`src/rtl/threshold_frame_ctrl.sv`:
```
// Frame sequencer for the thresholding stage: streams one frame through
// the threshold block, stores the sparse output and supervises it.
module threshold_frame_ctrl #(
  parameter int N       = 2048,
  parameter int AW      = 11,
  parameter int DW      = 12,
  parameter int TIMEOUT = N + 8
) (
  input  logic          clk,
  input  logic          reset,
  input  logic          start,
  output logic          busy,
  output logic          frame_done,
  output logic [AW:0]   nnz_count,
  output logic [15:0]   frame_count,
  output logic          timeout_err,
  output logic          in_rd_en,
  output logic [AW-1:0] in_rd_addr,
  input  logic [DW-1:0] in_rd_data,
  output logic          th_reset,
  output logic          th_enable,
  output logic [DW-1:0] th_sig,
  input  logic [DW-1:0] th_y,
  input  logic          th_done,
  input  logic [AW:0]   th_id,
  output logic          out_wr_en,
  output logic [AW-1:0] out_wr_addr,
  output logic [DW-1:0] out_wr_data
);

  typedef enum logic [1:0] {
    IDLE,
    RUN,
    DRAIN,
    RECOVER
  } state_t;

  localparam logic [AW-1:0] LAST_ID = AW'(N - 1);
  localparam logic [AW+1:0] WD_LAST = (AW+2)'(TIMEOUT - 1);

  state_t        state_q, state_d;
  logic [AW-1:0] addr_q, addr_d;
  logic [AW:0]   acc_q, acc_d;
  logic [AW:0]   nnz_q, nnz_d;
  logic [15:0]   fc_q, fc_d;
  logic [AW+1:0] wd_q, wd_d;
  logic          rec_q, rec_d;
  logic          fd_q, fd_d;
  logic          to_q, to_d;

  logic          cap;
  logic          nz;
  logic          last;
  logic          accept;
  logic [AW:0]   acc_inc;
  logic          unused_id;

  assign unused_id = th_id[AW];

  // Start is refused during the frame_done cycle so the threshold
  // block always gets a full idle cycle between frames.
  assign accept  = (state_q == IDLE) && start && !fd_q && !reset;
  assign cap     = th_done && !reset;
  assign nz      = cap && (th_y != '0);
  assign last    = cap && (th_id[AW-1:0] == LAST_ID);
  assign acc_inc = acc_q + {{AW{1'b0}}, nz};

  assign th_sig      = in_rd_data;
  assign th_reset    = reset || (state_q == RECOVER);
  assign busy        = (state_q != IDLE) && !reset;
  assign out_wr_en   = cap;
  assign out_wr_addr = reset ? '0 : th_id[AW-1:0];
  assign out_wr_data = reset ? '0 : th_y;
  assign frame_done  = fd_q;
  assign nnz_count   = nnz_q;
  assign frame_count = fc_q;
  assign timeout_err = to_q;

  // State and datapath registers.
  always_ff @(posedge clk) begin
    if (reset) begin
      state_q <= IDLE;
      addr_q  <= '0;
      acc_q   <= '0;
      nnz_q   <= '0;
      fc_q    <= '0;
      wd_q    <= '0;
      rec_q   <= 1'b0;
      fd_q    <= 1'b0;
      to_q    <= 1'b0;
    end else begin
      state_q <= state_d;
      addr_q  <= addr_d;
      acc_q   <= acc_d;
      nnz_q   <= nnz_d;
      fc_q    <= fc_d;
      wd_q    <= wd_d;
      rec_q   <= rec_d;
      fd_q    <= fd_d;
      to_q    <= to_d;
    end
  end

  // Next state, read-side strobes, watchdog and frame bookkeeping.
  // The watchdog holds the number of cycles elapsed since th_enable.
  always_comb begin
    state_d    = state_q;
    addr_d     = addr_q;
    acc_d      = acc_inc;
    nnz_d      = nnz_q;
    fc_d       = fc_q;
    wd_d       = wd_q;
    rec_d      = rec_q;
    fd_d       = 1'b0;
    to_d       = to_q;
    in_rd_en   = 1'b0;
    in_rd_addr = '0;
    th_enable  = 1'b0;
    unique case (state_q)
      IDLE: begin
        if (accept) begin
          th_enable = 1'b1;
          in_rd_en  = 1'b1;
          addr_d    = AW'(1);
          acc_d     = '0;
          to_d      = 1'b0;
          wd_d      = (AW+2)'(1);
          state_d   = RUN;
        end
      end
      RUN: begin
        in_rd_en   = 1'b1;
        in_rd_addr = addr_q;
        addr_d     = addr_q + AW'(1);
        wd_d       = wd_q + (AW+2)'(1);
        if (addr_q == LAST_ID) state_d = DRAIN;
        if (wd_q == WD_LAST) begin
          to_d    = 1'b1;
          rec_d   = 1'b0;
          state_d = RECOVER;
        end
      end
      DRAIN: begin
        wd_d = wd_q + (AW+2)'(1);
        if (last) begin
          fd_d    = 1'b1;
          nnz_d   = acc_inc;
          fc_d    = fc_q + 16'd1;
          state_d = IDLE;
        end else if (wd_q == WD_LAST) begin
          to_d    = 1'b1;
          rec_d   = 1'b0;
          state_d = RECOVER;
        end
      end
      RECOVER: begin
        rec_d = 1'b1;
        if (rec_q) state_d = IDLE;
      end
      default: state_d = IDLE;
    endcase
    if (reset) begin
      in_rd_en   = 1'b0;
      in_rd_addr = '0;
      th_enable  = 1'b0;
    end
  end

endmodule

```
`config.mk`:
```
export PLATFORM = sky130hd
export DESIGN_NAME = threshold_frame_ctrl
export DESIGN_NICKNAME = d
export VERILOG_FILES = /design/src/rtl/threshold_frame_ctrl.sv
export SDC_FILE = /design/constraint.sdc
export NUM_CORES = 1
export LEC_CHECK = 0
export ABC_AREA = 1
export CAP_MARGIN = 20
export CORE_MARGIN = 8
export CORE_UTILIZATION = 23
export DETAILED_ROUTE_END_ITERATION = 16
export PLACE_DENSITY = 0.5
export SLEW_MARGIN = 0
export SYNTH_ARGS = -nofsm -noshare
export SYNTH_HDL_FRONTEND = slang
export SYNTH_SLANG_ARGS = --single-unit
```
`constraint.sdc`:
```
create_clock -name clk -period 2.3 [get_ports clk]
set_clock_uncertainty 0.05 [all_clocks]
set_input_delay 0.575 -clock clk [delete_from_list [all_inputs] [get_ports clk]]
set_output_delay 0.575 -clock clk [all_outputs]
set_load 0.05 [all_outputs]
```
==> results of run 1 <==
[final cells by class]
cell class | instances | area share, %
Inverter | 89 | 6.170
Sequential cell | 69 | 25.37
Clock inverter | 5 | 1.101
Clock buffer | 11 | 4.450
Timing Repair inverter | 1 | 0.1376
Multi-Input combinational cell | 377 | 37.02
Tap cell | 220 | 5.046
Timing Repair Buffer | 119 | 20.71
[cells in the final DEF, fill, tap and decap left out, drive strengths merged, types with 5 or more instances in the layout]
cell type and n:
nand2 104, dlygate4sd2 12, dlymetal6s2s 5, o21ai 28, nor3 13, nand3 38
clkbuf 11, nand4 8, clkdlybuf4s50 37, xor2 15, ha 10, xnor2 5
inv 88, dfxtp 69, a21oi 42, nor2 98, buf 65
[worst reg2reg max path: stages, from the launching register on]
cell and delay [ps]:
sky130_fd_sc_hd__dfxtp_2 390, sky130_fd_sc_hd__inv_1 120, sky130_fd_sc_hd__ha_4 300, sky130_fd_sc_hd__inv_1 80
sky130_fd_sc_hd__o21ai_4 300, sky130_fd_sc_hd__nand4_4 170, sky130_fd_sc_hd__nor2_4 170, sky130_fd_sc_hd__nand3_1 90
sky130_fd_sc_hd__nand2_1 70, sky130_fd_sc_hd__nor2_1 40
[power groups by stage]
stage	combinational, mW	clock (mW)	sequential, mW
final	1.09	1.43	1.29
after global routing	1.21	1.53	1.29
after CTS	1.06	1.46	1.28
after detailed placement	1.00	0	1.30
after global placement	0.994	0	1.30
after floorplan	0.736	0	1.29
[metrics by stage]
stage / instance area (sq um) / power [mW]
final: 5455 / 3.812
after detailed placement: 4959 / 2.302
after CTS: 5379 / 3.809
after global placement: 4959 / 2.289
after floorplan: 3784 / 2.023
after global routing: 5455 / 4.032
[layer usage]
| metal | vias to the layer above | track usage, % | routed length (um) |
|---|---|---|---|
| li1 | 1962 | - | - |
| met1 | 1658 | 12.58 | 5017 |
| met2 | 111 | 17.79 | 4852 |
| met3 | 19 | 3.830 | 995 |
| met4 | 0 | 4.984 | 240 |
| met5 | - | 0 | 0 |
[kinds of logic after synthesis]
kind of cell | share of synthesized area, %
AND/OR/NAND/NOR | 31.48
adder cells (fa/ha/maj) | 3.307
flip-flops | 36.51
AO/OA/AOI/OAI | 10.98
buffers and inverters | 13.10
XOR/XNOR | 4.630
[what timing repair did]
action	in CTS	in global routing
pin swaps	9	8
resized for setup	39	12
hold buffers	0	0
buffers inserted	4	3
setup endpoints to repair	20	18
cloned	1	0
[cell usage after synthesis, types with 2 or more instances]
master                       n
sky130_fd_sc_hd__a21oi_1    42
sky130_fd_sc_hd__xnor2_1     5
sky130_fd_sc_hd__ha_1       10
sky130_fd_sc_hd__nand3_4     2
sky130_fd_sc_hd__inv_2       3
sky130_fd_sc_hd__clkbuf_1    5
sky130_fd_sc_hd__inv_1      85
sky130_fd_sc_hd__xor2_1     15
sky130_fd_sc_hd__nand3_1    35
sky130_fd_sc_hd__o21ai_0    25
sky130_fd_sc_hd__nor4_1      3
sky130_fd_sc_hd__nor3_1     13
sky130_fd_sc_hd__or2_2       2
sky130_fd_sc_hd__nor2_1     95
sky130_fd_sc_hd__buf_4      14
sky130_fd_sc_hd__buf_2       3
sky130_fd_sc_hd__nor3b_1     2
sky130_fd_sc_hd__dfxtp_1    69
sky130_fd_sc_hd__nand4_1     7
sky130_fd_sc_hd__buf_1       3
sky130_fd_sc_hd__nand2_1   102
sky130_fd_sc_hd__a31oi_1     4
sky130_fd_sc_hd__nor2_2      2
[how the worst max path moves through the flow]
| stage | startpoint | end | slack, ps | cells past startpoint |
|---|---|---|---|---|
| 3_5_place_dp | th_y[5] | nnz_count[10] | -500 | 12 |
| 5_1_grt | state_q[1] | in_rd_addr[4] | -3 | 7 |
| 2_1_floorplan | state_q[1] | in_rd_addr[0] | -120 | 7 |
| 3_3_place_gp | th_y[4] | nnz_count[10] | -550 | 12 |
| 6_report | state_q[1] | in_rd_addr[9] | 80 | 7 |
| 4_1_cts | th_done | nnz_count[10] | -10 | 12 |
[flip-flops by register name, summed over array words and instances (netlist names)]
name / flops
frame_count: 16
frame_done: 1
state_q: 2
addr_q: 11
wd_q: 13
rec_q: 1
timeout_err: 1
acc_q: 12
nnz_count: 12
==> results.rst, run 1 <==
.. list-table::
   :header-rows: 1

   * - Metric
     - Value
   * - Worst slack, placed
     - -500.0 ps
   * - Initial drt markers
     - 196
   * - Clock latency on the worst-skew pair
     - 340 ps
   * - Synth Flop Type
     - sky130_fd_sc_hd__dfxtp_1
   * - CP Data Required Time
     - 1670 ps
   * - Slowest-stage cell, CP
     - sky130_fd_sc_hd__dfxtp_2
   * - Die outline area
     - 20810 sq um
   * - R2r worst-path depth
     - 9
   * - Buffers from clock root to sink, at most
     - 2
   * - Final antenna-violating net count
     - 0
   * - Final core occ
     - 33.37%
   * - Timing-limited maximum frequency
     - 450.6 MHz
   * - Slack of the worst reg-to-reg path
     - 420 ps
   * - Min-Delay Path Depth
     - 2
   * - Count of buffers inserted at the top-level ports
     - 95
   * - Crit-path leading delay family
     - buffers and inverters
   * - Cell Count, Final, Fillers Out
     - 891
   * - Number of max-slew violations in the final report
     - 0
   * - Fin Setup TNS
     - 0 ps
   * - Die boundary width
     - 144.3 um
   * - Number of antenna violations at the first check in global routing
     - 0
   * - Share of power burned in registers
     - 33.7%
   * - Smallest setup slack after layout
     - 80.69 ps
   * - Clock tree from TritonCTS
     - done
   * - Hold WS
     - 395.9 ps
   * - Number of nets in the synthesized netlist
     - 611
   * - Boundary pin count
     - 121
   * - Total area of sequential cells
     - 1384 sq um
   * - Minimum clock period after layout
     - 2219 ps
   * - Core Footprint
     - 16350 sq um
   * - Ant. Diodes
     - 0
   * - Cell Int Power
     - 2.504 mW
   * - RePlAce Congestion
     - 0.8826
   * - Number of max-cap violations
     - 0
   * - IR drop worst, VDD
     - 0.4069 mV
   * - Multi-input gate area
     - 2019 sq um
   * - Result of the run
     - finished, final reports clean
   * - # nets final
     - 716
   * - Critical Path Fanout Max
     - 5
   * - Part of the Yosys area used for sequential elements
     - 36.51%
   * - Post-Syn Instances
     - 561
   * - Via count of the routed design
     - 3750
   * - Filler cell count
     - 1741
   * - Top cells by area in the synthesized netlist
     - sky130_fd_sc_hd__dfxtp_1 37%, sky130_fd_sc_hd__nand2_1 10%, sky130_fd_sc_hd__nor2_1 9.4%
   * - Area of the mapped netlist
     - 3784 sq um
   * - Fraction of synthesized cell area taken by the top area cell type
     - 36.51%
   * - Hold Crit Endpoint
     - timeout_err
   * - Via count of the first global-routing pass
     - 3667
   * - Switching power
     - 1.308 mW
   * - Total clock sinks
     - 69
   * - Arr. time, crit path
     - 1590 ps
   * - Number of buffers added by the clock tree synthesis step
     - 9
   * - WP buf/inv
     - 4
   * - Number of standard-cell rows in the floorplan
     - 47
   * - Leading area contributor after synthesis
     - sky130_fd_sc_hd__dfxtp_1
   * - Sw Ratio
     - 34.32%
   * - Actual transition at the worst max-transition pin
     - 535.4 ps
   * - Number of synthesized register bits
     - 69
   * - Number of enable flip-flop cells after synthesis
     - 0
   * - Critical path capture point type
     - output pin
   * - Placed instance count
     - 867
   * - Logic gate share of total power
     - 28.7%
   * - Clock slew at reported path FFs
     - 60 ps
   * - Area growth from synthesis to layout
     - 44.18%
   * - Mean routed wirelength per cell
     - 12.46 um
   * - Worst r2r dst
     - wd_q[11]
   * - Leakage dissipation
     - 2.331 nW
   * - Total grt overflow
     - 0
   * - Fraction of final layout cells sized beyond drive strength 1
     - 17.29%
   * - Pin count of the biggest net entering global routing
     - 35
   * - Startpoint Class
     - flop
   * - Drt total wl
     - 11.11 mm
   * - Max_slew headroom
     - 64.19%
   * - Number of warnings reported in the yosys synthesis log
     - 0
   * - Overall fraction of global-route tracks in use
     - 10.90%
   * - Final setup fails
     - 0
   * - Number of levels the H-tree was split into
     - 3
   * - First-pass detailed-route iteration total
     - 4
   * - Slowest stage delay, CP
     - 350 ps
   * - Via-per-instance ratio
     - 4.209
   * - DRC errors left
     - 0
   * - Starting utilization of the core area
     - 23.14%
   * - Count of final hold-check violations
     - 0
   * - Worst Min Path Start
     - timeout_err
   * - Reg-to-reg critical path startpoint
     - state_q[0]
   * - Post-Synthesis Mean Instance Area
     - 6.744 sq um
   * - Share of total power in the clock network
     - 37.6%
   * - Cell chosen for the clock root
     - sky130_fd_sc_hd__clkbuf_16
   * - Type of the worst setup path
     - flop to output pin
   * - Die height
     - 144.3 um
   * - Asr flop ratio synth
     - 0%
   * - Detailed placement HPWL
     - 8.258 mm
   * - Post-route clock period utilization
     - 96.49%
   * - Wire length of the first global-routing pass
     - 17.86 mm
   * - Cell variety after synth
     - 38
   * - HP Class
     - flop to flop
   * - Pwr/cell area
     - 698.7 nW/um^2
   * - Critical path, cell by cell
     - inv_4 -> ha_4 -> inv_2 -> nor2_4 -> clkinvlp_4 -> nor2_2 -> buf_6
(Power assumes the default switching activity.)
==> run 2: changes to the inputs <==
- CAP_MARGIN: 20 -> unset
- CORE_UTILIZATION: 23 -> 36
- PLACE_DENSITY: 0.5 -> 0.7
==> results.rst, run 2 (same netlist as run 1, synthesis figures left out) <==
.. list-table::
   :header-rows: 1

   * - Metric
     - Value
   * - Slowest stage delay, CP
     - 840 ps (+490 ps)
   * - Pin count of the biggest net entering global routing
     - 33 (-5.7%)
   * - Clock slew at reported path FFs
     - 70 ps (about the same)
   * - Clock latency on the worst-skew pair
     - 350 ps (about the same)
   * - Area growth from synthesis to layout
     - 52.35%
   * - Count of final hold-check violations
     - 0 (unchanged)
   * - Number of buffers added by the clock tree synthesis step
     - 9 (unchanged)
   * - Count of buffers inserted at the top-level ports
     - 95 (unchanged)
   * - Slowest-stage cell, CP
     - sky130_fd_sc_hd__clkdlybuf4s50_1
   * - Mean routed wirelength per cell
     - 13.75 um (+10%)
   * - Minimum clock period after layout
     - 2241 ps (+21.69 ps)
   * - Timing-limited maximum frequency
     - 446.2 MHz (-0.97%)
   * - Drt total wl
     - 11.17 mm (+0.58%)
   * - Result of the run
     - finished, final reports clean
   * - WP buf/inv
     - 1 (-3)
   * - Critical Path Fanout Max
     - 5 (unchanged)
   * - Ant. Diodes
     - 0 (unchanged)
   * - RSZ-0062 raised after global routing
     - yes
   * - Worst slack, placed
     - -586.9 ps (-86.86 ps)
   * - Die boundary width
     - 118.5 um (-18%)
   * - Critical path, cell by cell
     - clkdlybuf4s50_1
   * - Initial drt markers
     - 187 (-4.6%)
   * - Commonest non-fill, non-tap cells in the layout
     - 100 x sky130_fd_sc_hd__nand2_1, 84 x sky130_fd_sc_hd__nor2_1, 81 x sky130_fd_sc_hd__inv_1
   * - Pwr/cell area
     - 600.2 nW/um^2 (-14%)
   * - DRC errors left
     - 0 (unchanged)
   * - Starting utilization of the core area
     - 36.82% (+14 points)
   * - Most common library cell in the layout ignoring fill and taps
     - sky130_fd_sc_hd__nand2_1
   * - Placed instance count
     - 786 (-9.3%)
   * - Via count of the first global-routing pass
     - 3775 (+2.9%)
   * - Total non-filler cell area in the finished layout
     - 5764 sq um (+5.7%)
   * - Smallest setup slack after layout
     - 59.00 ps (-21.69 ps)
   * - Number of max-cap violations
     - 0 (unchanged)
   * - Startpoint Class
     - flop
   * - Hold WS
     - 416.1 ps (+20.20 ps)
   * - Final core occ
     - 56.09% (+23 points)
   * - Post-route clock period utilization
     - 97.43% (+0.94 points)
   * - Actual transition at the worst max-transition pin
     - 523.6 ps (-11.79 ps)
   * - Number of max-slew violations in the final report
     - 0 (unchanged)
   * - Area post-placement
     - 5284 sq um (+6.6%)
   * - IR drop worst, VDD
     - 0.3812 mV (-6.3%)
   * - Die height
     - 118.5 um (-18%)
   * - First-pass detailed-route iteration total
     - 5 (+1)
   * - RePlAce Congestion
     - 0.8961 (+1.5%)
   * - Overall Power
     - 3.459 mW (-9.2%)
   * - Detailed placement HPWL
     - 8.259 mm (about the same)
   * - Boundary pin count
     - 121 (unchanged)
   * - HP Class
     - flop to flop
   * - Cell Count, Final, Fillers Out
     - 812 (-8.9%)
   * - Leakage dissipation
     - 2.400 nW (+3.0%)
   * - Final setup fails
     - 0 (unchanged)
   * - Core Footprint
     - 10280 sq um (-37%)
   * - Final antenna-violating net count
     - 0 (unchanged)
   * - Clock tree from TritonCTS
     - done
   * - Via count of the routed design
     - 3942 (+5.1%)
   * - # nets final
     - 723 (+0.98%)
   * - Via-per-instance ratio
     - 4.855 (+15%)
   * - Overall fraction of global-route tracks in use
     - 15.26% (+4.4 points)
   * - Arr. time, crit path
     - 1620 ps (+30 ps)
   * - Buffers from clock root to sink, at most
     - 2 (unchanged)
   * - Die outline area
     - 14050 sq um (-33%)
   * - Total clock sinks
     - 69 (unchanged)
   * - Number of antenna violations at the first check in global routing
     - 0 (unchanged)
   * - Fin Setup TNS
     - 0 ps (unchanged)
   * - Total grt overflow
     - 0 (unchanged)
   * - Cell chosen for the clock root
     - sky130_fd_sc_hd__clkbuf_8
   * - Type of the worst setup path
     - flop to output pin
   * - Flip-flop count of the largest register, all copies and words added
     - 16 (unchanged)
   * - Max_slew headroom
     - 65.04% (+0.84 points)
   * - Number of levels the H-tree was split into
     - 3 (unchanged)
   * - Number of standard-cell rows in the floorplan
     - 37 (-21%)
   * - Critical path capture point type
     - output pin
   * - Wire length of the first global-routing pass
     - 17.95 mm (+0.54%)
   * - CP Data Required Time
     - 1670 ps (about the same)
   * - Fraction of final layout cells sized beyond drive strength 1
     - 19.38% (+2.1 points)
   * - Crit-path leading delay family
     - buffers and inverters
-- run 2: power by group --
group | switching, mW | internal, mW
combinational | 0.730 | 0.488
sequential | 0.0452 | 1.24
clock | 0.438 | 0.518
-- run 2: routing by layer --
layer,wire length (um),global-route usage [%],up-vias,part of all wire (%)
met3,641,3.570,17,5.7
met2,5458,25.79,138,49
met4,206,6.719,0,1.8
met5,0,0,-,0
li1,-,-,1988,-
met1,4862,18.10,1799,44
-- run 2: area by class of cell --
class	instances	area, sq um
inverters	89	339.1
fillers	915	4513
well taps	136	170.2
flip-flops and latches	69	1389
repair inverters	1	7.507
clock buffers	12	145.1
clock inverters	2	35.03
repair buffers	126	1577
multi-input cells	377	2102
-- run 2: worst paths after layout --
check	slack (ps)	startpoint	end	depth (start not counted)
worst max-delay path	60	frame_count[9]	frame_count[9]	1
worst min-delay path	420	rec_q	rec_q	2
worst max register to register	390	state_q[0]	wd_q[11]	10
worst min register to register	420	rec_q	rec_q	2
-- run 2: what timing repair did --
item                                    CTS  global route
endpoints found under the hold margin     0             0
endpoints found under the setup margin   37            25
cloned                                    1             0
setup buffers                            11             1
hold buffers                              0             0
resized for setup                        56            17
pin swaps                                10            12
==> run 3: changes to the inputs <==
- MAX_ROUTING_LAYER: unset -> met4
==> results.rst, run 3 (same netlist as run 1, synthesis figures left out) <==
.. list-table::
   :header-rows: 1

   * - Metric
     - Value
   * - Initial drt markers
     - 224 (+20%)
   * - Multi-input gate area
     - 2054 sq um (-2.3%)
   * - Pin count of the biggest net entering global routing
     - 33 (unchanged)
   * - Total area of sequential cells
     - 1389 sq um (unchanged)
   * - CP Data Required Time
     - 1670 ps (about the same)
   * - Number of max-cap violations
     - 0 (unchanged)
   * - Sw Ratio
     - 36.23% (+1.2 points)
   * - HP Class
     - flop to flop
   * - Cell Int Power
     - 2.218 mW (-1.3%)
   * - Type of the worst setup path
     - flop to output pin
   * - Buffers from clock root to sink, at most
     - 2 (unchanged)
   * - Fin Setup TNS
     - 0 ps (unchanged)
   * - Area growth from synthesis to layout
     - 51.19%
   * - Die height
     - 118.5 um (unchanged)
   * - Commonest non-fill, non-tap cells in the layout
     - 101 x sky130_fd_sc_hd__nand2_1, 85 x sky130_fd_sc_hd__nor2_1, 82 x sky130_fd_sc_hd__inv_1
   * - Boundary pin count
     - 121 (unchanged)
   * - Wire length of the first global-routing pass
     - 17.68 mm (-1.5%)
   * - Switching power
     - 1.260 mW (+3.8%)
   * - Number of antenna violations at the first check in global routing
     - 0 (unchanged)
   * - Filler cell count
     - 898 (-1.9%)
   * - Number of levels the H-tree was split into
     - 3 (unchanged)
   * - Drt total wl
     - 11.01 mm (-1.4%)
   * - Timing-limited maximum frequency
     - 438.9 MHz (-1.7%)
   * - Total grt overflow
     - 0 (unchanged)
   * - Starting utilization of the core area
     - 36.82% (unchanged)
   * - Final antenna-violating net count
     - 0 (unchanged)
   * - Fraction of final layout cells sized beyond drive strength 1
     - 18.88% (-0.50 points)
   * - Number of buffers added by the clock tree synthesis step
     - 9 (unchanged)
   * - Startpoint Class
     - flop
   * - Critical path capture point type
     - output pin
   * - Number of max-slew violations in the final report
     - 0 (unchanged)
   * - Total clock sinks
     - 69 (unchanged)
   * - Minimum clock period after layout
     - 2279 ps (+37.62 ps)
   * - Most common library cell in the layout ignoring fill and taps
     - sky130_fd_sc_hd__nand2_1
   * - Placed instance count
     - 785 (-0.13%)
   * - Max_slew headroom
     - 64.56% (-0.48 points)
   * - Pwr/cell area
     - 607.9 nW/um^2 (+1.3%)
   * - Smallest setup slack after layout
     - 21.38 ps (-37.62 ps)
   * - Die boundary width
     - 118.5 um (unchanged)
   * - Worst slack, placed
     - -630.5 ps (-43.68 ps)
   * - Ant. Diodes
     - 0 (unchanged)
   * - Detailed placement HPWL
     - 8.203 mm (-0.67%)
   * - Logic gate share of total power
     - 36.8% (+1.6 points)
   * - # nets final
     - 723 (unchanged)
   * - Critical Path Fanout Max
     - 5 (unchanged)
   * - Final core occ
     - 55.66% (-0.43 points)
   * - Share of total power in the clock network
     - 26.3% (-1.3 points)
   * - First-pass detailed-route iteration total
     - 5 (unchanged)
   * - Result of the run
     - finished, final reports clean
   * - Area post-placement
     - 5276 sq um (-0.14%)
   * - IR drop worst, VDD
     - 0.3337 mV (-12%)
   * - Overall fraction of global-route tracks in use
     - 15.58% (+0.32 points)
   * - Leakage dissipation
     - 2.365 nW (-1.5%)
   * - Clock latency on the worst-skew pair
     - 350 ps (about the same)
   * - Via-per-instance ratio
     - 4.853 (about the same)
   * - Via count of the routed design
     - 3950 (+0.20%)
   * - Clock slew at reported path FFs
     - 70 ps (about the same)
   * - Number of standard-cell rows in the floorplan
     - 37 (unchanged)
   * - Via count of the first global-routing pass
     - 3713 (-1.6%)
   * - Mean routed wirelength per cell
     - 13.52 um (-1.7%)
   * - Count of buffers inserted at the top-level ports
     - 95 (unchanged)
   * - Share of power burned in registers
     - 36.9% (-0.3 points)
   * - Number of buffers added to fix hold violations after cts
     - 0 (unchanged)
   * - Total non-filler cell area in the finished layout
     - 5720 sq um (-0.76%)
   * - Die outline area
     - 14050 sq um (unchanged)
   * - Count of final hold-check violations
     - 0 (unchanged)
   * - Post-route clock period utilization
     - 99.07% (+1.6 points)
   * - Cell Count, Final, Fillers Out
     - 814 (+0.25%)
   * - Flip-flop count of the largest register, all copies and words added
     - 16 (unchanged)
   * - Final setup fails
     - 0 (unchanged)
   * - Actual transition at the worst max-transition pin
     - 530.0 ps (+6.355 ps)
   * - RePlAce Congestion
     - 0.8919 (-0.47%)
   * - DRC errors left
     - 0 (unchanged)
   * - Clock tree from TritonCTS
     - done
   * - Core Footprint
     - 10280 sq um (unchanged)
   * - RSZ-0062 raised after global routing
     - yes
   * - Cell chosen for the clock root
     - sky130_fd_sc_hd__clkbuf_8
   * - Arr. time, crit path
     - 1650 ps (+30 ps)
-- run 3: cell type report --
class	instances	area share (%)
Clock buffer	12	2.712
Clock inverter	4	0.3937
Inverter	89	5.927
Multi-Input combinational cell	377	35.91
Sequential cell	69	24.28
Tap cell	136	2.975
Timing Repair Buffer	126	27.67
Timing Repair inverter	1	0.1312
-- run 3: path summary, 6_finish.rpt --
path / start / to / slack, ps / cells past startpoint
worst max-delay path: state_q[1] / in_rd_addr[8] / 20 / 7
worst min-delay path: timeout_err / timeout_err / 430 / 2
worst max register to register: state_q[1] / addr_q[8] / 310 / 10
worst min register to register: timeout_err / timeout_err / 430 / 2
-- run 3: timing repair --
action,in CTS,in global routing
gates resized for setup,60,3
endpoints found under the setup margin,38,8
buffers inserted,9,4
pin swaps,13,4
cloned,1,0
-- run 3: power groups by stage --
stage	clock network, mW	logic (mW)	registers [mW]
CTS	0.923	1.24	1.28
finish	0.913	1.28	1.28
global route	0.976	1.39	1.29
detailed placement	0	1.11	1.30
global placement	0	1.08	1.29
floorplan	0	0.736	1.29
-- run 3: worst max-delay path, stage by stage (launching register included) --
cell	delay (ps)
sky130_fd_sc_hd__dfxtp_4	360
sky130_fd_sc_hd__inv_4	80
sky130_fd_sc_hd__ha_4	150
sky130_fd_sc_hd__inv_4	40
sky130_fd_sc_hd__nor2_4	140
sky130_fd_sc_hd__clkinvlp_4	240
sky130_fd_sc_hd__nor2_4	160
sky130_fd_sc_hd__buf_12	140
-- run 3: routing by layer --
layer | vias to the layer above | wire, um | track usage, % | share of wire [%]
li1 | 1983 | - | - | -
met1 | 1788 | 4887 | 18.33 | 44
met2 | 167 | 5288 | 25.64 | 48
met3 | 12 | 700 | 3.665 | 6.4
met4 | 0 | 133 | 5.217 | 1.2
met5 | - | 0 | - | 0
-- run 3: stage by stage --
| stage | hold WS, ps | total power, mW |
|---|---|---|
| 2_1_floorplan | 389.6 | 2.023 |
| 3_3_place_gp | 399.9 | 2.378 |
| 3_5_place_dp | 421.3 | 2.407 |
| 4_1_cts | 426.1 | 3.439 |
| 5_1_grt | 453.1 | 3.654 |
| 6_report | 428.8 | 3.478 |
